===== src/rtl/tdm_pkg.sv =====
// Shared types and helpers for the TDM demultiplexer.
// Optional parity checking in tdm_demux is enabled by defining TDM_DEMUX_PARITY_EN.
package tdm_pkg;

  typedef enum logic {
    HUNT = 1'b0,
    RUN  = 1'b1
  } state_e;

  localparam int unsigned DEF_DW  = 8;
  localparam int unsigned DEF_NCH = 4;

  // Bit offset of channel k inside a flattened frame of dw-bit samples.
  function automatic int unsigned chan_off(input int unsigned k, input int unsigned dw);
    return k * dw;
  endfunction

endpackage


===== src/rtl/tdm_slot_ctr.sv =====
// Slot counter for the TDM demultiplexer: clear, load-1 and increment,
// with a flag marking the last slot of a frame.
module tdm_slot_ctr
  import tdm_pkg::*;
#(
  parameter int unsigned NCH = DEF_NCH
) (
  input  logic                     clk,
  input  logic                     rst,
  input  logic                     clr_i,
  input  logic                     ld1_i,
  input  logic                     inc_i,
  output logic [$clog2(NCH)-1:0]   slot_o,
  output logic                     last_o
);

  localparam int unsigned SW = $clog2(NCH);

  logic [SW-1:0] slot_q;

  // Slot register; clear wins over load-1, which wins over increment.
  always_ff @(posedge clk) begin
    if (rst) begin
      slot_q <= '0;
    end else if (clr_i) begin
      slot_q <= '0;
    end else if (ld1_i) begin
      slot_q <= SW'(1);
    end else if (inc_i) begin
      slot_q <= slot_q + SW'(1);
    end
  end

  assign slot_o = slot_q;
  assign last_o = (slot_q == SW'(NCH - 1));

endmodule


===== src/rtl/tdm_demux.sv =====
// Time-division demultiplexer: collects NCH consecutive samples of one TDM
// lane, aligned by a slot-0 sync marker, and publishes them as one frame.
// Define TDM_DEMUX_PARITY_EN to add din_par / par_err even-parity checking.
module tdm_demux
  import tdm_pkg::*;
#(
  parameter int unsigned DW  = DEF_DW,
  parameter int unsigned NCH = DEF_NCH
) (
  input  logic              clk,
  input  logic              rst,
  input  logic [DW-1:0]     din,
  input  logic              din_valid,
  input  logic              sync,
  output logic [NCH*DW-1:0] dout,
  output logic              frame_valid,
  output logic              sync_err,
  output logic              locked
`ifdef TDM_DEMUX_PARITY_EN
  ,
  input  logic              din_par,
  output logic              par_err
`endif
);

  localparam int unsigned SW = $clog2(NCH);

  state_e              state_q, state_d;
  logic [DW-1:0]       shadow_q [NCH];
  logic [DW-1:0]       shadow_d [NCH];
  logic [DW-1:0]       frame_c  [NCH];
  logic [NCH*DW-1:0]   dout_q, dout_d;
  logic                fv_q, fv_d;
  logic                se_q, se_d;
  logic                locked_q, locked_d;

  logic [SW-1:0]       slot_q;
  logic                last_c;
  logic                ctr_clr, ctr_ld1, ctr_inc;
  logic                frame_bad_c;

  tdm_slot_ctr #(
    .NCH (NCH)
  ) u_slot_ctr (
    .clk    (clk),
    .rst    (rst),
    .clr_i  (ctr_clr),
    .ld1_i  (ctr_ld1),
    .inc_i  (ctr_inc),
    .slot_o (slot_q),
    .last_o (last_c)
  );

`ifdef TDM_DEMUX_PARITY_EN
  logic par_bad_c;
  logic bad_q, bad_d;
  logic perr_q, perr_d;

  assign par_bad_c   = ^{din, din_par};
  assign frame_bad_c = bad_q | par_bad_c;

  // Tracks whether the frame being collected has seen a parity error.
  always_comb begin
    bad_d  = bad_q;
    perr_d = 1'b0;
    if (din_valid) begin
      if (sync) begin
        bad_d = par_bad_c;
      end else if (state_q == RUN) begin
        if (slot_q == '0) begin
          bad_d = 1'b0;
        end else begin
          bad_d  = bad_q | par_bad_c;
          perr_d = last_c & (bad_q | par_bad_c);
        end
      end
    end
  end

  // Parity bookkeeping registers.
  always_ff @(posedge clk) begin
    if (rst) begin
      bad_q  <= 1'b0;
      perr_q <= 1'b0;
    end else begin
      bad_q  <= bad_d;
      perr_q <= perr_d;
    end
  end

  assign par_err = perr_q;
`else
  assign frame_bad_c = 1'b0;
`endif

  // Framing FSM: next state, shadow writes, counter control and output loads.
  always_comb begin
    state_d  = state_q;
    shadow_d = shadow_q;
    dout_d   = dout_q;
    fv_d     = 1'b0;
    se_d     = 1'b0;
    ctr_clr  = 1'b0;
    ctr_ld1  = 1'b0;
    ctr_inc  = 1'b0;
    frame_c  = shadow_q;
    frame_c[NCH-1] = din;

    if (din_valid) begin
      unique case (state_q)
        HUNT: begin
          if (sync) begin
            shadow_d[0] = din;
            ctr_ld1     = 1'b1;
            state_d     = RUN;
          end
        end
        RUN: begin
          if (sync) begin
            // A sync anywhere but slot 0 drops the partial frame.
            se_d        = (slot_q != '0);
            shadow_d[0] = din;
            ctr_ld1     = 1'b1;
          end else if (slot_q == '0) begin
            se_d    = 1'b1;
            ctr_clr = 1'b1;
            state_d = HUNT;
          end else if (last_c) begin
            ctr_clr = 1'b1;
            if (!frame_bad_c) begin
              fv_d = 1'b1;
              for (int unsigned k = 0; k < NCH; k++) begin
                dout_d[chan_off(k, DW) +: DW] = frame_c[k];
              end
            end
          end else begin
            shadow_d[slot_q] = din;
            ctr_inc          = 1'b1;
          end
        end
        default: state_d = HUNT;
      endcase
    end

    locked_d = (state_d == RUN);
  end

  // State, shadow and output registers.
  always_ff @(posedge clk) begin
    if (rst) begin
      state_q  <= HUNT;
      shadow_q <= '{default: '0};
      dout_q   <= '0;
      fv_q     <= 1'b0;
      se_q     <= 1'b0;
      locked_q <= 1'b0;
    end else begin
      state_q  <= state_d;
      shadow_q <= shadow_d;
      dout_q   <= dout_d;
      fv_q     <= fv_d;
      se_q     <= se_d;
      locked_q <= locked_d;
    end
  end

  assign dout        = dout_q;
  assign frame_valid = fv_q;
  assign sync_err    = se_q;
  assign locked      = locked_q;

endmodule


===== config.mk =====
export PLATFORM = sky130hd
export DESIGN_NAME = tdm_demux
export DESIGN_NICKNAME = d
export VERILOG_FILES = /design/src/rtl/tdm_pkg.sv /design/src/rtl/tdm_slot_ctr.sv /design/src/rtl/tdm_demux.sv
export SDC_FILE = /design/constraint.sdc
export NUM_CORES = 1
export LEC_CHECK = 0
export BUFFER_PORTS_ARGS = -buffer_cell sky130_fd_sc_hd__buf_2
export CAP_MARGIN = 10
export CORE_UTILIZATION = 54
export CTS_CLUSTER_SIZE = 24
export DETAILED_ROUTE_END_ITERATION = 16
export GPL_TIMING_DRIVEN = 1
export PLACE_DENSITY_LB_ADDON = 0.3
export SLEW_MARGIN = 10
export SYNTH_ARGS = -nofsm -noshare
export SYNTH_HDL_FRONTEND = slang
export SYNTH_SLANG_ARGS = --single-unit
export TNS_END_PERCENT = 50

===== constraint.sdc =====
create_clock -name clk -period 2.01 [get_ports clk]
set_input_delay 0.3015 -clock clk [delete_from_list [all_inputs] [get_ports clk]]
set_output_delay 0.3015 -clock clk [all_outputs]
set_load 0.02 [all_outputs]

# Word level (Yosys, flattened, before mapping)
# Cells that the tools add are included.
# op_classes
addsub	1
multipliers	0
div_mod_pow	0
order_cmp	2
n_eq_ne	4
shift	0
muxes	27
bitwise_logic	6
reduce_logical	11
# op_table
operator	count
2-to-1 mux 32 bit	2
bitwise mux 32 bit	1
2-to-1 mux 8 bit	3
2-to-1 mux 1 bit	18
demux 8 bit (select 2 bit)	1
one-hot mux 8 bit (2 select lines)	1
AND reduction 5 bit	2
inequality test 3 bit, second input constant	2
OR reduction 3 bit	2
inverter 1 bit	5
OR reduction 5 bit	1
AND reduction 4 bit	1
nonzero test 2 bit	2
greater-or-equal comparator 3 bit, second input constant	1
less-than comparator 3 x 1 -> 1 bit, second input constant	1
inverter 2 -> 3 bit	1
adder 2 x 1 -> 2 bit, second input constant	1
== test 2 bit, second input constant	1
logical NOT 2 bit	1
inequality test 2 bit, second input constant	1
one-hot mux 1 bit (2 select lines)	1
OR reduction 2 bit	1
logical AND 1 bit	1
# word_totals
reg_bits	69
latchBits	0
ram_bits	0
romBits	0
out_inout_bits	35
n_memories	0

# Logic depth before layout (Yosys ltp)
# depth
word_depth	10
ltp_mapped	9
ltp_nobuf	7

# Hierarchy
# A second synthesis with hierarchy kept.
# hier_totals
hier_cells	286
area_unflattened_um2	2488.6
# modules_own_cells
module	instances	cells_per_inst	area_per_inst_um2
tdm_demux	1	278	2393.5
tdm_slot_ctr	1	8	95.1

# Worst setup path after synthesis
# OpenSTA, ideal clock, no wires.
# synth_path
path_type	register to register
from	reg u_slot_ctr.slot_q[0] (netlist: u_slot_ctr.slot_o[0])
to	reg dout_q[24] (netlist: dout[24])
setup_ns	0.070
arrival_ns	1.497
t_required_ns	1.940
slack_ns	0.442
path_stages_with_launch	9
path_cell_list	dfxtp_1 -> inv_1 -> ha_1 -> inv_1 -> ha_1 -> nand4_1 -> clkbuf_1 -> nand2_1 -> a21oi_1
# synth_via
elab_chain_cells	3
elab_cells_between_ends	4
classes_between	eq/ne: 1; bitwise: 1; reduce/logical: 2
# synth_lines
element	line	text
from (decl)	tdm_slot_ctr.sv:19	logic [SW-1:0] slot_q;
from (signal assigned)	tdm_slot_ctr.sv:30	slot_q <= slot_q + SW'(1);
logical NOT 2 bit	tdm_demux.sv:124	end else if (slot_q == '0) begin
inverter 1 bit (no source line)	--	
AND reduction 5 bit (no source line) *	--	
to (signal assigned)	tdm_demux.sv:160	dout_q <= dout_d;
to (decl)	tdm_demux.sv:32	logic [NCH*DW-1:0] dout_q, dout_d;
# Mark *: on every way between the ends. The rest lies on a longest branch, timed or not.
# A chain may end at the register's enable or synchronous reset.

# Worst setup path after layout
# layout_path
from	reg u_slot_ctr.slot_q[1] (netlist: u_slot_ctr.slot_o[1])
to	reg shadow_q (netlist bit frame_c[10])
# layout_via
elab_chain_cells	6
elab_cells_between_ends	12
classes_between	order compare: 2; eq/ne: 1; mux: 3; bitwise: 3; reduce/logical: 3
# layout_lines
element	line	text
inverter 2 -> 3 bit (implied by the code)	tdm_demux.sv:137	shadow_d[slot_q] = din;
greater-or-equal comparator 3 bit (implied by the code) or less-than comparator 3 x 1 -> 1 bit (tied branches)	tdm_demux.sv:137	
logical AND 1 bit (implied by the code)	tdm_demux.sv:137	
2-to-1 mux 8 bit (implied by the code)	tdm_demux.sv:137	
demux 8 bit (select 2 bit)	tdm_demux.sv:137	
bitwise mux 32 bit	tdm_demux.sv:137	
to (signal assigned)	tdm_demux.sv:159	shadow_q <= shadow_d;
to (decl)	tdm_demux.sv:29	logic [DW-1:0] shadow_q [NCH];
# Parallel ways exist; a longest one is shown, timed or not.

==> results.txt <==
----------------------------------------------------
[Run status]
  Run status ... completed

[Route]
  Antenna violation net count after detailed routing ... 0
  Post-detailed-route DRC marker count ... 0
  Drt initial violations ... 133
  Average via count per standard cell ... 5.37
  Vias after detailed routing ... between 1500 and 2000
  Drt total wl ... 5.08 mm
  WL/cell ... around 14 um
  Detailed-routing iteration count for the pre-antenna-repair pass ... 4

[Setup path]
  Number of cell instances on the worst register-to-register path ... 6
  Kind of critical path ... reg2reg
  CP Buf/Inv Count ... 2
  List of cells traversed by the critical path ... inv_1 -> ha_1 -> and4b_1 -> and2_1 -> buf_4 -> mux2i_1
  Required time of the critical path ... 2.27 ns
  Crit path launch type ... flip-flop
  Terminus of the critical flop-to-flop path ... frame_c[10]
  Crit path capture type ... flip-flop
  CP top delay family ... simple AND/OR/NAND/NOR gates
  Arr. time, crit path ... 2.01 ns
  Delay of the slowest cell on the worst path ... 0.40 ns
  Maximum net fanout on the critical path ... 8
  Slowest CP cell ... sky130_fd_sc_hd__dfxtp_1
  Worst R2R Start ... u_slot_ctr.slot_o[1]
  Register-to-Register Setup Slack ... 0.25 ns

[Clocking]
  Skew-Pair Late Insertion Delay ... 0.34 ns
  Clock transition at the registers of the reported paths ... ~0.060 ns
  Clock buffers created by TritonCTS ... 9
  Resized Gates After CTS ... 0
  Total number of clock tree sinks ... 61
  Buffers from clock root to sink, at most ... 2
  Total number of H-tree levels ... 3
  Count of hold-fix buffers inserted at cts ... 0
  CTS tree ... done
  Number of buffers inserted by post-CTS setup repair ... 0
  Root buffer cell ... sky130_fd_sc_hd__clkbuf_8

[Final layout]
  Most common cell after layout, fill and taps aside ... sky130_fd_sc_hd__nand2_1
  Ant. Diodes ... 0
  Fraction of layout cells with a size suffix above 1 ... 21.6%
  Most used cells in the layout excluding fill and tap cells ... sky130_fd_sc_hd__nand2_1, sky130_fd_sc_hd__dfxtp_1, sky130_fd_sc_hd__buf_2
  Post-layout nets ... 335
  Area growth, synth to finish ... 17.4%
  Utilization of the core after routing ... 68.2%

[Worst hold path]
  Worst hold stages ... 3
  Worst hold path class ... in2reg
  Worst min-delay path startpoint ... din[0]
  Min-Delay Endpoint ... dout[24]

[Timing]
  Max-slew headroom ... between 50% and 60%
  Total Negative Setup Slacks ... 0 ns
  RSZ-0062 raised after global routing ... false
  Count of pins over their slew limit ... 0
  Final number of hold-violating endpoints ... 0
  Slew @ Worst Pin ... 0.655 ns
  Largest clock skew in the final design ... about 0.0048 ns
  Number of failing setup endpoints in the final timing report ... 0
  Min cycle time layout ... 1.76 ns
  Highest clock frequency the design can meet ... 569 MHz
  Final cycle utilization of the critical path ... 87.4%

[Place]
  Final HPWL from detailed placement ... 3.39 mm
  Number of I/O port buffers ... 46
  Gp weighted congestion ... 0.815

[Power and ir drop]
  Fraction of power consumed by the clock network ... 41.1%
  Standby leakage power ... around 1.2 nW
  Switching part of the total power ... between 20% and 30%
  Fraction of power consumed by sequential logic ... a little over half
  Power spent charging and discharging nets ... 0.521 mW
  Combinational fraction of design power ... 5.0%
  Power density relative to cell area ... between 800 and 900 nW/um^2
  Maximum resistive drop on vdd ... 0.580 mV
  Overall power ... about 2.3 mW
  Total internal power ... 1.76 mW

[Floorplan]
  DIE WIDTH ... 68.8 um
  Core box area ... 4140 um^2
  Full die area ... 4730 um^2
  Initial core utilization ... approximately three fifths
  Number of primary I/O pins ... 47
  Die Ht ... 68.8 um
  FP Rows ... 23

[Logic synthesis]
  Post-synthesis compound-gate area fraction ... 13.6%
  Fraction of post-synthesis cell area in the top cell type by area ... 50.8%
  YS warnings ... 0
  Area share of and/or/nand/nor cells after synthesis ... a little over a fifth
  Post-synthesis net count ... 289
  Largest family of logic cells by synthesized area ... simple AND/OR/NAND/NOR gates
  Dominant cell type by area after synthesis ... sky130_fd_sc_hd__dfxtp_1
  Post-synthesis cell type count ... 24
  Mapped Cells ... 271
  Yosys reg bits ... 61
  Synth Area in XOR/XNOR ... 0%
  Area share of fa/ha/maj cells after synthesis ... approximately 3.1%
  Synthesized area per cell ... roughly 8.9 um^2
  Share of synthesized area occupied by flip-flops and latches ... 50.8%
  Fraction of synthesized area in multiplexers ... 6.66%
  Post-synthesis instance area ... around 2400 um^2
  Top cells by area in the synthesized netlist ... sky130_fd_sc_hd__dfxtp_1, sky130_fd_sc_hd__nand2_1, sky130_fd_sc_hd__a21oi_1

[GRT]
  Initial antenna violation count ... 0
  Global-route wire length before repair ... 8.13 mm
  Global-route usage over all layers ... roughly a quarter
  Overflow left after global routing ... 0
  Via count of the first global-routing pass ... 1834
  Pin count of the biggest net entering global routing ... 46

[Flow run]
  Number of max-cap violations ... 0

----------------------------------------------------
## cell usage after synthesis
library cell and instances:
sky130_fd_sc_hd__clkbuf_1 9, sky130_fd_sc_hd__buf_1 2, sky130_fd_sc_hd__nor4_1 1, sky130_fd_sc_hd__buf_4 2
sky130_fd_sc_hd__o41ai_4 1, sky130_fd_sc_hd__and3b_1 1, sky130_fd_sc_hd__nand2_2 1, sky130_fd_sc_hd__buf_6 2
sky130_fd_sc_hd__nand4_1 1, sky130_fd_sc_hd__and4_1 1, sky130_fd_sc_hd__o21ai_0 2, sky130_fd_sc_hd__nor3b_1 1
sky130_fd_sc_hd__and4b_1 1, sky130_fd_sc_hd__a21oi_1 42, sky130_fd_sc_hd__nand2b_1 24, sky130_fd_sc_hd__a311oi_1 9
sky130_fd_sc_hd__nor2_1 2, sky130_fd_sc_hd__dfxtp_1 61, sky130_fd_sc_hd__and2_1 2, sky130_fd_sc_hd__ha_1 6
sky130_fd_sc_hd__mux2i_1 16, sky130_fd_sc_hd__nand2_1 75, sky130_fd_sc_hd__buf_2 4, sky130_fd_sc_hd__inv_1 5
## worst register-to-register path, cell delays in order (launching register included)
cell and delay [ns]:
sky130_fd_sc_hd__dfxtp_1 0.40, sky130_fd_sc_hd__inv_1 0.08, sky130_fd_sc_hd__ha_1 0.34, sky130_fd_sc_hd__and4b_1 0.29, sky130_fd_sc_hd__and2_1 0.14, sky130_fd_sc_hd__buf_4 0.20, sky130_fd_sc_hd__mux2i_1 0.23
## sequential cells by signal, indices dropped and copies added, names as in the netlist
name / flops
sync_err: 1
u_slot_ctr.slot_o: 2
locked: 1
dout: 32
frame_valid: 1
frame_c: 24
## stage by stage
step / std cells / hold WS, ns / worst slack, ns / cell area, um^2
floorplan: 271 / 0.432 / 0.442 / 2410
global placement: 356 / 0.439 / 0.346 / 2660
detailed placement: 356 / 0.441 / 0.273 / 2660
CTS: 370 / 0.252 / 0.249 / 2830
global route: 370 / 0.250 / 0.126 / 2830
finish: 370 / 0.255 / 0.253 / 2830
## cells by family (layout without fill, tap and decap cells)
group | after synthesis | in the layout
AND/OR/NAND/NOR | 110 | 110
AO/OA/AOI/OAI | 54 | 54
multiplexers | 16 | 16
buffers and inverters | 24 | 73
flip-flops | 61 | 61
adder cells (fa/ha/maj) | 6 | 6
## worst max-delay path by stage
| stage | startpoint | to | slack [ns] | cells after the start |
|---|---|---|---|---|
| after detailed placement | u_slot_ctr.slot_o[0] | frame_c[30] | 0.27 | 4 |
| after floorplan | u_slot_ctr.slot_o[0] | dout[24] | 0.44 | 8 |
| final | u_slot_ctr.slot_o[1] | frame_c[10] | 0.25 | 6 |
| after CTS | u_slot_ctr.slot_o[0] | frame_c[10] | 0.25 | 6 |
| after global placement | u_slot_ctr.slot_o[0] | frame_c[30] | 0.35 | 4 |
| after global routing | u_slot_ctr.slot_o[0] | frame_c[26] | 0.13 | 4 |
## final cells by class
class	count	area, um^2
repair buffers	54	290
clock buffers	12	155
inverters	5	18.8
flip-flops and latches	61	1220
clock inverters	2	10.0
multi-input cells	186	1070
fillers	346	1320
well taps	50	62.6
## layer usage
metal,GRT usage (%),up-vias,part of all wire (%)
met5,0,-,0
met4,12.5,0,2.0
met3,6.58,9,5.3
met2,36.9,59,45
met1,30.6,924,48
li1,-,994,-
## power groups by stage
stage	combinational (mW)	clock (mW)	sequential (mW)
3_3_place_gp	0.111	0	1.25
4_1_cts	0.113	0.942	1.23
2_1_floorplan	0.0775	0	1.25
5_1_grt	0.125	0.995	1.23
6_report	0.114	0.937	1.23
3_5_place_dp	0.113	0	1.26
Power figures use the tool's default switching activity.
